### src/rtl/spi_slave_pkg.sv
// Shared types and constants for the mode-0 SPI slave.
// SPI_SLAVE_OVERRUN_EN (defined by the build) enables rx_ack/rx_overrun.
package spi_pkg;

    typedef enum logic [0:0] {
        IDLE,
        SHIFT
    } spi_slv_state_e;

    localparam int         SPI_DATA_WIDTH    = 8;
    localparam logic [7:0] SPI_UNDERRUN_BYTE = 8'h00;

endpackage

### src/rtl/spi_slave_if.sv
// SCLK/MOSI/SS_n/MISO link between an SPI master and this slave.
// Signal names follow the pin names on the link.
interface spi_slave_if;

    logic SCLK;
    logic MOSI;
    logic SS_n;
    logic MISO;

    modport master (
        output SCLK,
        output MOSI,
        output SS_n,
        input  MISO
    );

    modport slave (
        input  SCLK,
        input  MOSI,
        input  SS_n,
        output MISO
    );

endinterface

### src/rtl/spi_slave_sync_edge.sv
// N-stage synchronizer with registered one-cycle rise/fall pulses.
// RST_VAL sets the idle level the chain holds during reset.
module spi_sync_edge #(
    parameter int   STAGES  = 2,
    parameter logic RST_VAL = 1'b0
) (
    input  logic clk,
    input  logic reset,
    input  logic d,
    output logic q,
    output logic rise,
    output logic fall
);

    logic [STAGES-1:0] sync_q;
    logic              prev_q;

    always_ff @(posedge clk) begin
        if (reset) begin
            sync_q <= {STAGES{RST_VAL}};
            prev_q <= RST_VAL;
            rise   <= 1'b0;
            fall   <= 1'b0;
        end else begin
            sync_q <= {sync_q[STAGES-2:0], d};
            prev_q <= sync_q[STAGES-1];
            rise   <= sync_q[STAGES-1] & ~prev_q;
            fall   <= ~sync_q[STAGES-1] & prev_q;
        end
    end

    assign q = sync_q[STAGES-1];

endmodule

### src/rtl/spi_slave.sv
// Mode-0 MSB-first SPI slave, oversampled in the clk domain.
// Optional SPI_SLAVE_OVERRUN_EN: level rx_valid with rx_ack and sticky rx_overrun.
module spi_slave
    import spi_pkg::*;
#(
    parameter int DATA_WIDTH  = SPI_DATA_WIDTH,
    parameter int SYNC_STAGES = 2
) (
    input  logic                  clk,
    input  logic                  reset,
    spi_slave_if.slave            spi,
    input  logic [DATA_WIDTH-1:0] tx_data,
    input  logic                  tx_load,
    output logic                  tx_ready,
    output logic [DATA_WIDTH-1:0] rx_data,
    output logic                  rx_valid
`ifdef SPI_SLAVE_OVERRUN_EN
    ,
    input  logic                  rx_ack,
    output logic                  rx_overrun
`endif
);

    localparam int CW = $clog2(DATA_WIDTH);
    localparam logic [CW-1:0] LAST = CW'(DATA_WIDTH - 1);

    logic sclk_lvl, sclk_rise, sclk_fall;
    logic ss_lvl, ss_rise, ss_fall;
    logic [SYNC_STAGES-1:0] mosi_sync;
    logic mosi_bit;
    logic unused_edges;

    spi_sync_edge #(.STAGES(SYNC_STAGES), .RST_VAL(1'b0)) u_sclk (
        .clk   (clk),
        .reset (reset),
        .d     (spi.SCLK),
        .q     (sclk_lvl),
        .rise  (sclk_rise),
        .fall  (sclk_fall)
    );

    spi_sync_edge #(.STAGES(SYNC_STAGES), .RST_VAL(1'b1)) u_ss (
        .clk   (clk),
        .reset (reset),
        .d     (spi.SS_n),
        .q     (ss_lvl),
        .rise  (ss_rise),
        .fall  (ss_fall)
    );

    assign unused_edges = ^{sclk_lvl, ss_rise, ss_fall};

    always_ff @(posedge clk) begin
        if (reset) mosi_sync <= '0;
        else       mosi_sync <= {mosi_sync[SYNC_STAGES-2:0], spi.MOSI};
    end

    assign mosi_bit = mosi_sync[SYNC_STAGES-1];

    spi_slv_state_e        state_q, state_d;
    logic [CW-1:0]         cnt_q, cnt_d;
    logic [DATA_WIDTH-1:0] rx_shift_q, rx_shift_d;
    logic [DATA_WIDTH-1:0] tx_shift_q, tx_shift_d;
    logic [DATA_WIDTH-1:0] tx_buf_q, tx_buf_d;
    logic                  tx_ready_q, tx_ready_d;
    logic [DATA_WIDTH-1:0] rx_data_q, rx_data_d;
    logic                  rx_valid_q, rx_valid_d;
    logic                  done, load_pt;
`ifdef SPI_SLAVE_OVERRUN_EN
    logic                  ovr_q, ovr_d;
`endif

    always_ff @(posedge clk) begin
        if (reset) begin
            state_q    <= IDLE;
            cnt_q      <= '0;
            rx_shift_q <= '0;
            tx_shift_q <= '0;
            tx_buf_q   <= '0;
            tx_ready_q <= 1'b1;
            rx_data_q  <= '0;
            rx_valid_q <= 1'b0;
`ifdef SPI_SLAVE_OVERRUN_EN
            ovr_q      <= 1'b0;
`endif
        end else begin
            state_q    <= state_d;
            cnt_q      <= cnt_d;
            rx_shift_q <= rx_shift_d;
            tx_shift_q <= tx_shift_d;
            tx_buf_q   <= tx_buf_d;
            tx_ready_q <= tx_ready_d;
            rx_data_q  <= rx_data_d;
            rx_valid_q <= rx_valid_d;
`ifdef SPI_SLAVE_OVERRUN_EN
            ovr_q      <= ovr_d;
`endif
        end
    end

    always_comb begin
        state_d    = state_q;
        cnt_d      = cnt_q;
        rx_shift_d = rx_shift_q;
        tx_shift_d = tx_shift_q;
        tx_buf_d   = tx_buf_q;
        tx_ready_d = tx_ready_q;
        rx_data_d  = rx_data_q;
        done       = 1'b0;
        load_pt    = 1'b0;

        unique case (state_q)
            IDLE: begin
                if (!ss_lvl) begin
                    load_pt = 1'b1;
                    cnt_d   = '0;
                    state_d = SHIFT;
                end
            end
            SHIFT: begin
                // Deselect has priority over any SCLK edge in the same cycle.
                if (ss_lvl) begin
                    state_d = IDLE;
                    cnt_d   = '0;
                end else if (sclk_rise) begin
                    rx_shift_d = {rx_shift_q[DATA_WIDTH-2:0], mosi_bit};
                    if (cnt_q == LAST) begin
                        cnt_d     = '0;
                        done      = 1'b1;
                        rx_data_d = {rx_shift_q[DATA_WIDTH-2:0], mosi_bit};
                    end else begin
                        cnt_d = cnt_q + CW'(1);
                    end
                end else if (sclk_fall) begin
                    if (cnt_q != '0) tx_shift_d = tx_shift_q << 1;
                    else             load_pt    = 1'b1;
                end
            end
            default: state_d = IDLE;
        endcase

        // A load in the same cycle lands in tx_buf after the shift reg takes the old one.
        if (load_pt) begin
            tx_shift_d = tx_ready_q ? DATA_WIDTH'(SPI_UNDERRUN_BYTE) : tx_buf_q;
            tx_ready_d = 1'b1;
        end
        if (tx_load && tx_ready_q) begin
            tx_buf_d   = tx_data;
            tx_ready_d = 1'b0;
        end

`ifdef SPI_SLAVE_OVERRUN_EN
        rx_valid_d = done | (rx_valid_q & ~rx_ack);
        ovr_d      = ovr_q;
        if (done && rx_valid_q)  ovr_d = 1'b1;
        else if (rx_ack && !done) ovr_d = 1'b0;
`else
        rx_valid_d = done;
`endif
    end

    assign spi.MISO = tx_shift_q[DATA_WIDTH-1];
    assign tx_ready = tx_ready_q;
    assign rx_data  = rx_data_q;
    assign rx_valid = rx_valid_q;
`ifdef SPI_SLAVE_OVERRUN_EN
    assign rx_overrun = ovr_q;
`endif

endmodule
### src/flat_wrapper.sv
// flat-port wrapper written by rule: the top's interface ports become plain ports
module spi_slave_flat import spi_pkg::*;
#(
    parameter int DATA_WIDTH  = SPI_DATA_WIDTH,
    parameter int SYNC_STAGES = 2
)
  (clk, reset, tx_data, tx_load, tx_ready, rx_data, rx_valid, spi_SCLK, spi_MOSI, spi_SS_n, spi_MISO);
  spi_slave_if spi_i ();
  input  logic clk;
  input  logic reset;
  input  logic [DATA_WIDTH-1:0] tx_data;
  input  logic tx_load;
  output logic tx_ready;
  output logic [DATA_WIDTH-1:0] rx_data;
  output logic rx_valid;
  input wire logic [$bits(spi_i.SCLK)-1:0] spi_SCLK;
  input wire logic [$bits(spi_i.MOSI)-1:0] spi_MOSI;
  input wire logic [$bits(spi_i.SS_n)-1:0] spi_SS_n;
  output wire logic [$bits(spi_i.MISO)-1:0] spi_MISO;
  assign spi_i.SCLK = spi_SCLK;
  assign spi_i.MOSI = spi_MOSI;
  assign spi_i.SS_n = spi_SS_n;
  assign spi_MISO = spi_i.MISO;
  spi_slave #(.DATA_WIDTH(DATA_WIDTH), .SYNC_STAGES(SYNC_STAGES)) u_core (.clk(clk), .reset(reset), .spi(spi_i), .tx_data(tx_data), .tx_load(tx_load), .tx_ready(tx_ready), .rx_data(rx_data), .rx_valid(rx_valid));
endmodule
### config.mk
export PLATFORM = sky130hd
export DESIGN_NAME = spi_slave_flat
export DESIGN_NICKNAME = d
export VERILOG_FILES = /design/src/rtl/spi_slave_pkg.sv /design/src/rtl/spi_slave_if.sv /design/src/rtl/spi_slave_sync_edge.sv /design/src/rtl/spi_slave.sv /design/src/flat_wrapper.sv
export SDC_FILE = /design/constraint.sdc
export NUM_CORES = 1
export LEC_CHECK = 0
export ABC_AREA = 1
export CORE_MARGIN = 2
export CORE_UTILIZATION = 35
export CTS_BUF_LIST = sky130_fd_sc_hd__clkbuf_16
export DETAILED_ROUTE_END_ITERATION = 8
export SETUP_SLACK_MARGIN = 0.4
export SLEW_MARGIN = 40
export SYNTH_ARGS = -nofsm -noshare
export SYNTH_HDL_FRONTEND = slang
export SYNTH_SLANG_ARGS = --single-unit
### constraint.sdc
create_clock -name clk -period 1.6 [get_ports clk]
set_input_delay 0.16 -clock clk [delete_from_list [all_inputs] [get_ports clk]]
set_output_delay 0.16 -clock clk [all_outputs]
set_load 0.01 [all_outputs]
==> results of run 1 <==
## path summary, 6_finish.rpt
check / to / slack [ns] / depth (start not counted)
worst min-delay path: u_core.u_sclk.sync_q[0]$_SDFF_PP0_ / 0.39 / 3
worst min register to register: u_core.u_sclk.sync_q[1]$_SDFF_PP0_ / 0.40 / 2
worst max-delay path: u_core.rx_data[0]$_SDFFE_PP0P_ / 0.42 / 6
worst max register to register: u_core.rx_data[0]$_SDFFE_PP0P_ / 0.42 / 6
## worst reg2reg max path, delay by kind of cell, from the launching register on
kind            cells  cell delay (ns)
flops               1             0.34
compound gates      1             0.05
simple gates        2             0.15
fa+ha+maj           2             0.37
buf+inv             1             0.16
## per-layer routing
metal  global-route usage  vias up
li1                     -      804
met1                0.156      698
met2                0.230       31
met3               0.0344        4
met4               0.0491        0
met5                    0        -
## power by group through the flow
stage | clock network (mW) | registers, mW | logic, mW
2_1_floorplan | 0 | 1.23 | 0.107
3_3_place_gp | 0 | 1.23 | 0.167
3_5_place_dp | 0 | 1.23 | 0.169
4_1_cts | 1.15 | 1.20 | 0.168
5_1_grt | 1.20 | 1.21 | 0.195
6_report | 1.12 | 1.20 | 0.168
## layout by cell type, fill, tap and decap left out, types with 2 or more instances in the layout
master and n:
inv_1 25, nand2_1 36, dlygate4sd2_1 11, inv_2 2, nor2_1 37, buf_4 4, ha_2 2, a21oi_2 2
clkbuf_16 5, nand2_2 5, dfxtp_2 5, clkdlybuf4s50_1 13, nand3b_1 2, nand3_1 20, o21ai_2 3, dfxtp_1 41
nand2_4 3, or2_2 2, o21ai_1 2, o21ai_0 19, nand2_8 2, a21oi_1 15
## layout make-up
class,instances,area [sq um],share of cell area
clock buffer,5,125,0.0524
clock inverter,2,33.8,0.0142
inverter,28,110,0.0461
multi-input combinational,154,815,0.341
sequential,46,927,0.389
tap,70,87.6,0.0367
timing repair buffer,30,288,0.121
## flip-flops by register name, indices dropped and copies added, names as in the netlist
signal and count:
u_core.u_sclk.rise 1, u_core.tx_ready 1, u_core.state_q 1, u_core.u_sclk.fall 1
u_core.tx_shift_q 8, u_core.cnt_q 3, u_core.rx_shift_q 7, u_core.tx_buf_q 8
u_core.rx_data 8, u_core.mosi_sync 2, u_core.u_sclk.sync_q 2, u_core.rx_valid 1
u_core.u_sclk.prev_q 1, u_core.u_ss.sync_q 2
## what timing repair did
action / in CTS / in global routing
pin swaps: 0 / 4
gates resized for setup: 16 / 14
cloned: 0 / 2
buffers inserted: 1 / 2
setup endpoints to repair: 29 / 23
## metrics by stage
stage	power, mW	cells	instance area [sq um]	setup WS, ns	utilization
after floorplan	1.33	233	1820	0.417	-
after global placement	1.40	323	2140	0.269	0.422
after detailed placement	1.40	323	2140	0.260	0.422
after CTS	2.52	331	2310	0.387	0.456
after global routing	2.61	335	2390	0.375	0.470
final	2.49	335	2390	0.422	0.470
## cell families after synthesis
kind of cell | share of synthesized area
flops | 0.505
buf+inv | 0.0830
simple gates | 0.264
compound gates | 0.128
fa+ha+maj | 0.0206
==> summary.md, run 1 <==
| Metric | Value |
|---|---|
| RSZ-0062 raised after global routing | `yes` |
| Hold Path Origin | `spi_SCLK` |
| P per Cell Area | `around 1000 nW/um^2` |
| Bufs on Longest Clock Path | `2` |
| Fin. Hold Viols | `0` |
| Fin Clk Skew | `0.00736 ns` |
| Slowest Stage Delay on Critical Path | `0.34 ns` |
| Library cells used by synthesis | `25` |
| Cells taking the most area after synthesis | `dfxtp_1, nand2_1, nor2_1` |
| Min Tclk post-route | `1.18 ns` |
| Initial antenna violation count | `0` |
| CP Data Arrival Time | `roughly 1.4 ns` |
| Via Count | `1537` |
| Pint | `about 2 mW` |
| H-tree level count | `2` |
| Hold Crit Class | `in -> reg` |
| Total gr overflow | `0` |
| Wire length per cell | `~11 microns` |
| GP Congestion | `a little under 0.8` |
| WP data required | `~1.8 ns` |
| Vias in the first global route | `between 1000 and 1500` |
| Seq/Total Area, Yosys | `0.505` |
| Bufs and invs on worst path | `1` |
| Max Slew Vio Count | `0` |
| Largest net degree at the start of global routing | `33` |
| Clk_lat worst skew | `roughly 0.28 ns` |
| Clock root cell | `clkbuf_16` |
| Global-route wire length before repair | `~6.3 mm` |
| Ratio of cells with drive above 1 in the final layout | `0.158` |
| DR DRC count | `0` |
| Post-Syn Instances | `between 200 and 250` |
| Power share of the clock group | `0.449` |
| Critical Path Sink Type | `flip-flop` |
| Critical Path, Cell by Cell | `ha_2 > ha_4 > nand2_8 > buf_4 > nand3_1 > o21ai_2` |
| Yosys top cell area share | `0.505` |
| Slew @ Worst Pin | `between 0.3 and 0.4 ns` |
| Initial Util | `0.359` |
| Syn Area/Cell | `roughly 8 sq um` |
| DRT iter0 DRCs | `72` |
| Startpoint class of the critical path | `flip-flop` |
| Nets | `about 280` |
| FF-to-FF Start | `u_core.cnt_q[1]$_SDFFE_PP0P_` |
| Comb power frac | `0.068` |
| Setup TNS Final | `0 ns` |
| Layout overhead on the synthesized area | `30.8%` |
| Commonest cells post-synth | `dfxtp_1, nand2_1, nor2_1, inv_1, nand3_1` |
| Hold Slack | `between 0.3 and 0.4 ns` |
| Ant diodes | `0` |
| M1 WL | `~1.8 mm` |
| Slowest-stage cell, CP | `dfxtp_2` |
| Die W | `between 70 and 80 microns` |
| FFs w/ async S/R, synth | `0` |
| Cell area after synthesis | `between 1500 and 2000 sq um` |
| Core area | `roughly 5100 sq um` |
| Switching Fraction | `0.203` |
| Max-cap violations | `0` |
| First-pass DRT Iterations | `4` |
| Full die area | `about 5800 sq um` |
| Final ANT Viol Nets | `0` |
| Wirelength, routed | `~3.7 mm` |
| Largest fanout on the critical path | `7` |
| Status | `finished, final reports clean` |
| Dpl hpwl | `2.33 mm` |
| Ports | `25` |
| Most frequent cell after synthesis | `dfxtp_1` |
| CTS tree | `built` |
| CTS Hold Bufs | `0` |
| Top delay family on crit path | `adder cells` |
| Die height | `between 70 and 80 microns` |
| Highest metal used | `met4` |
| Num CTS Buffers | `5` |
| Most area-hungry cell type in the Yosys netlist | `dfxtp_1` |
| Synth Warn # | `0` |
| WL met2 | `approximately 1.7 mm` |
| Fmax | `roughly 0.85 GHz` |
| Gr usage total | `0.132` |
| Synth Register Bits | `46` |
| Row count | `26` |
| Port Buf Inserts | `24` |
| # fillers | `546` |
| Post-synth net total | `250` |
| Worst-path clk slew | `~0.060 ns` |
| Sequential share of power | `0.483` |
| Setup violators final | `0` |
| Part of the cycle the worst path needs | `0.736` |
| Static leakage | `slightly above 1 nW` |
| Maximum VDD drop | `about 0.64 mV` |
| Sink Count | `46` |
| Main synth FF type | `dfxtp_1` |
| Vias per cell | `4.59` |
| Net Switching | `between 0.5 and 0.6 mW` |
| Worst slew margin | `0.750` |
| Met3 routed WL | `155 microns` |
| Crit Path Class | `reg -> reg` |
| CP startpoint | `u_core.cnt_q[1]$_SDFFE_PP0P_` |
| Number of flops mapped to enable cells by yosys | `0` |
(Power assumes the default switching activity.)
==> run 2, diff against run 1 <==
Clock period 1.6 ns to 1.05 ns, I/O delays scaled along.
==> run 2 against run 1 <==
Against the previous run:
- worst hold slack worse by 0.12 ns
- critical path type unchanged
- via count grew 3.5%
- sequential share of layout area down 6.6 points
- non-clock buffer count increased by 16
- critical endpoint is now u_core.tx_shift_q[2]$_SDFFE_PP0P_
- setup slack worse by 0.47 ns
- sequential power rose by 53%
- register-to-register slack worse by 0.47 ns
- the flow now finishes with violations (setup timing)
- largest power group unchanged
==> summary.md, run 2 (same netlist as run 1, synthesis figures left out) <==
| Metric | Value |
|---|---|
| Status | `finished, violations left` |
| Failing checks | `setup timing` |
| Fin Clk Skew | `0.00368 ns (-0.00368 ns)` |
| Max-cap violations | `0 (unchanged)` |
| Fin. Hold Viols | `0 (unchanged)` |
| Sink Count | `46 (unchanged)` |
| Final ANT Viol Nets | `0 (unchanged)` |
| DRT iter0 DRCs | `79 (+9.7%)` |
| DP Area | `2380 sq um (+11%)` |
| Die W | `76.2 microns (unchanged)` |
| CTS Hold Bufs | `0 (unchanged)` |
| Ports | `25 (unchanged)` |
| Maximum VDD drop | `1.52 mV (+140%)` |
| Static leakage | `1.20 nW (+18%)` |
| Max Slew Vio Count | `0 (unchanged)` |
| Most common cell after layout, fill and taps aside | `nand2_1` |
| Via Count | `1591 (+3.5%)` |
| Part of the cycle the worst path needs | `1.05 (+0.311)` |
| Startpoint class of the critical path | `flip-flop` |
| Port Buf Inserts | `24 (unchanged)` |
| Row count | `26 (unchanged)` |
| Initial Util | `0.359 (unchanged)` |
| Wire length per cell | `10.9 microns (-1.5%)` |
| P per Cell Area | `1370 nW/um^2 (+31%)` |
| Min Tclk post-route | `1.10 ns (-0.0784 ns)` |
| Clk_lat worst skew | `0.28 ns (about the same)` |
| Reg2reg setup slack | `-0.05 ns (-0.47 ns)` |
| Hold Path Origin | `reset` |
| Vias per cell | `4.51 (-1.8%)` |
| Die height | `76.2 microns (unchanged)` |
| Worst slew margin | `0.815 (+0.0642)` |
| Wirelength, routed | `3.85 mm (+3.7%)` |
| Initial antenna violation count | `0 (unchanged)` |
| WP data required | `1.27 ns (-0.51 ns)` |
| Full die area | `5810 sq um (unchanged)` |
| Slew @ Worst Pin | `0.278 ns (-0.0923 ns)` |
| Crit Path Class | `reg -> reg` |
| # fillers | `448 (-18%)` |
| Finished Core Util | `0.580 (+0.110)` |
| Dpl hpwl | `2.35 mm (+0.97%)` |
| Ant diodes | `0 (unchanged)` |
| Critical Path Sink Type | `flip-flop` |
| CP Data Arrival Time | `1.32 ns (-0.03 ns)` |
| Core area | `5070 sq um (unchanged)` |
| Layout overhead on the synthesized area | `61.5%` |
| Endpoint, Worst Hold | `u_core.mosi_sync[0]$_SDFF_PP0_` |
| Num CTS Buffers | `5 (unchanged)` |
| H-tree level count | `2 (unchanged)` |
| R2R Path End | `u_core.tx_shift_q[2]$_SDFFE_PP0P_` |
| Commonest non-fill, non-tap cells in the layout | `nand2_1, dfxtp_1, nor2_1` |
| Largest net degree at the start of global routing | `33 (unchanged)` |
| Nets | `299 (+6.0%)` |
| Hold Path Cell Cnt | `3 (unchanged)` |
| Bufs on Longest Clock Path | `2 (unchanged)` |
| Global-route wire length before repair | `6.29 mm (+0.54%)` |
| Gr usage total | `0.132 (about the same)` |
| Worst-path clk slew | `0.06 ns (about the same)` |
| Hold Crit Class | `in -> reg` |
| FF-to-FF Start | `u_core.cnt_q[1]$_SDFFE_PP0P_` |
| RSZ-0062 raised after global routing | `yes` |
| Clock root cell | `clkbuf_16` |
| Final non-filler cell area | `2950 sq um (+23%)` |
| Setup violators final | `20 (+20)` |
| DR DRC count | `0 (unchanged)` |
| GP Congestion | `0.689 (-11%)` |
| Ratio of cells with drive above 1 in the final layout | `0.428 (+0.269)` |
| Fmax | `0.910 GHz (+7.1%)` |
| Setup WS post-layout | `-0.0495 ns (-0.472 ns)` |
| Largest fanout on the critical path | `7 (unchanged)` |
| First-pass DRT Iterations | `4 (unchanged)` |
| Register-to-Register Path Depth | `7 (+1)` |
| Vias in the first global route | `1467 (+0.89%)` |
| CTS tree | `built` |
| Total gr overflow | `0 (unchanged)` |
## run 2: cell count changes in the layout (fill, tap and decap cells not counted), moves of 9 or more
cell | previous run | this run
nor2_1 | 37 | 26
buf_6 | 1 | 17
dlygate4sd2_1 | 11 | 2
nor2_4 | 1 | 10
o21ai_0 | 19 | 4
dfxtp_1 | 41 | 30
## run 2: power breakdown
part	internal [mW]	switching [mW]
registers	1.80	0.0430
clock network	1.16	0.640
logic	0.195	0.201
## run 2: how the worst max path moves through the flow
stage | from | end | slack (ns) | depth (start not counted)
2_1_floorplan | u_core.cnt_q[1]$_SDFFE_PP0P_ | u_core.rx_data[3]$_SDFFE_PP0P_ | 0.008 | 6
3_3_place_gp | reset | u_core.rx_data[2]$_SDFFE_PP0P_ | -0.08 | 5
3_5_place_dp | reset | u_core.rx_data[2]$_SDFFE_PP0P_ | -0.09 | 5
4_1_cts | u_core.cnt_q[0]$_SDFFE_PP0P_ | u_core.tx_ready$_SDFFE_PP1P_ | -0.05 | 8
5_1_grt | u_core.cnt_q[1]$_SDFFE_PP0P_ | u_core.rx_data[0]$_SDFFE_PP0P_ | -0.11 | 6
6_report | u_core.cnt_q[1]$_SDFFE_PP0P_ | u_core.tx_shift_q[2]$_SDFFE_PP0P_ | -0.05 | 7
## run 2: critical path, cell delays in order (launching register included)
cell,delay [ns]
dfxtp_4,0.36
inv_4,0.06
ha_4,0.15
nand2_8,0.07
buf_12,0.14
nand3_1,0.07
nand2_1,0.06
a21oi_1,0.12
## run 2: stage by stage
stage               hold slack (ns)  cells  worst slack, ns  power (mW)  TNS (ns)
floorplan                     0.177    233          0.00821        2.05         0
global placement              0.390    334          -0.0766        2.17     -1.77
detailed placement            0.397    334          -0.0939        2.17     -2.31
CTS                           0.272    345          -0.0499        4.01    -0.668
global route                  0.287    353           -0.113        4.22     -1.90
finish                        0.272    353          -0.0495        4.04    -0.683
## run 2: layout make-up
| class | instances | area, sq um | area share |
|---|---|---|---|
| Clock buffer | 7 | 175 | 0.0595 |
| Clock inverter | 1 | 3.75 | 0.00127 |
| Inverter | 28 | 133 | 0.0450 |
| Multi-Input combinational cell | 155 | 1080 | 0.366 |
| Sequential cell | 46 | 951 | 0.323 |
| Tap cell | 70 | 87.6 | 0.0297 |
| Timing Repair Buffer | 46 | 518 | 0.176 |
## run 2: metal layers
layer	part of all wire	global-route usage
met1	0.48	0.153
met2	0.48	0.228
met3	0.029	0.0415
met4	0.013	0.0491
met5	0	0
## run 2: timing repair
item                       4_1_cts  5_1_grt
pin swaps                        6       11
gates cloned                     0        3
gates resized for setup         89       48
setup endpoints to repair       55       47
buffers inserted                 3        5
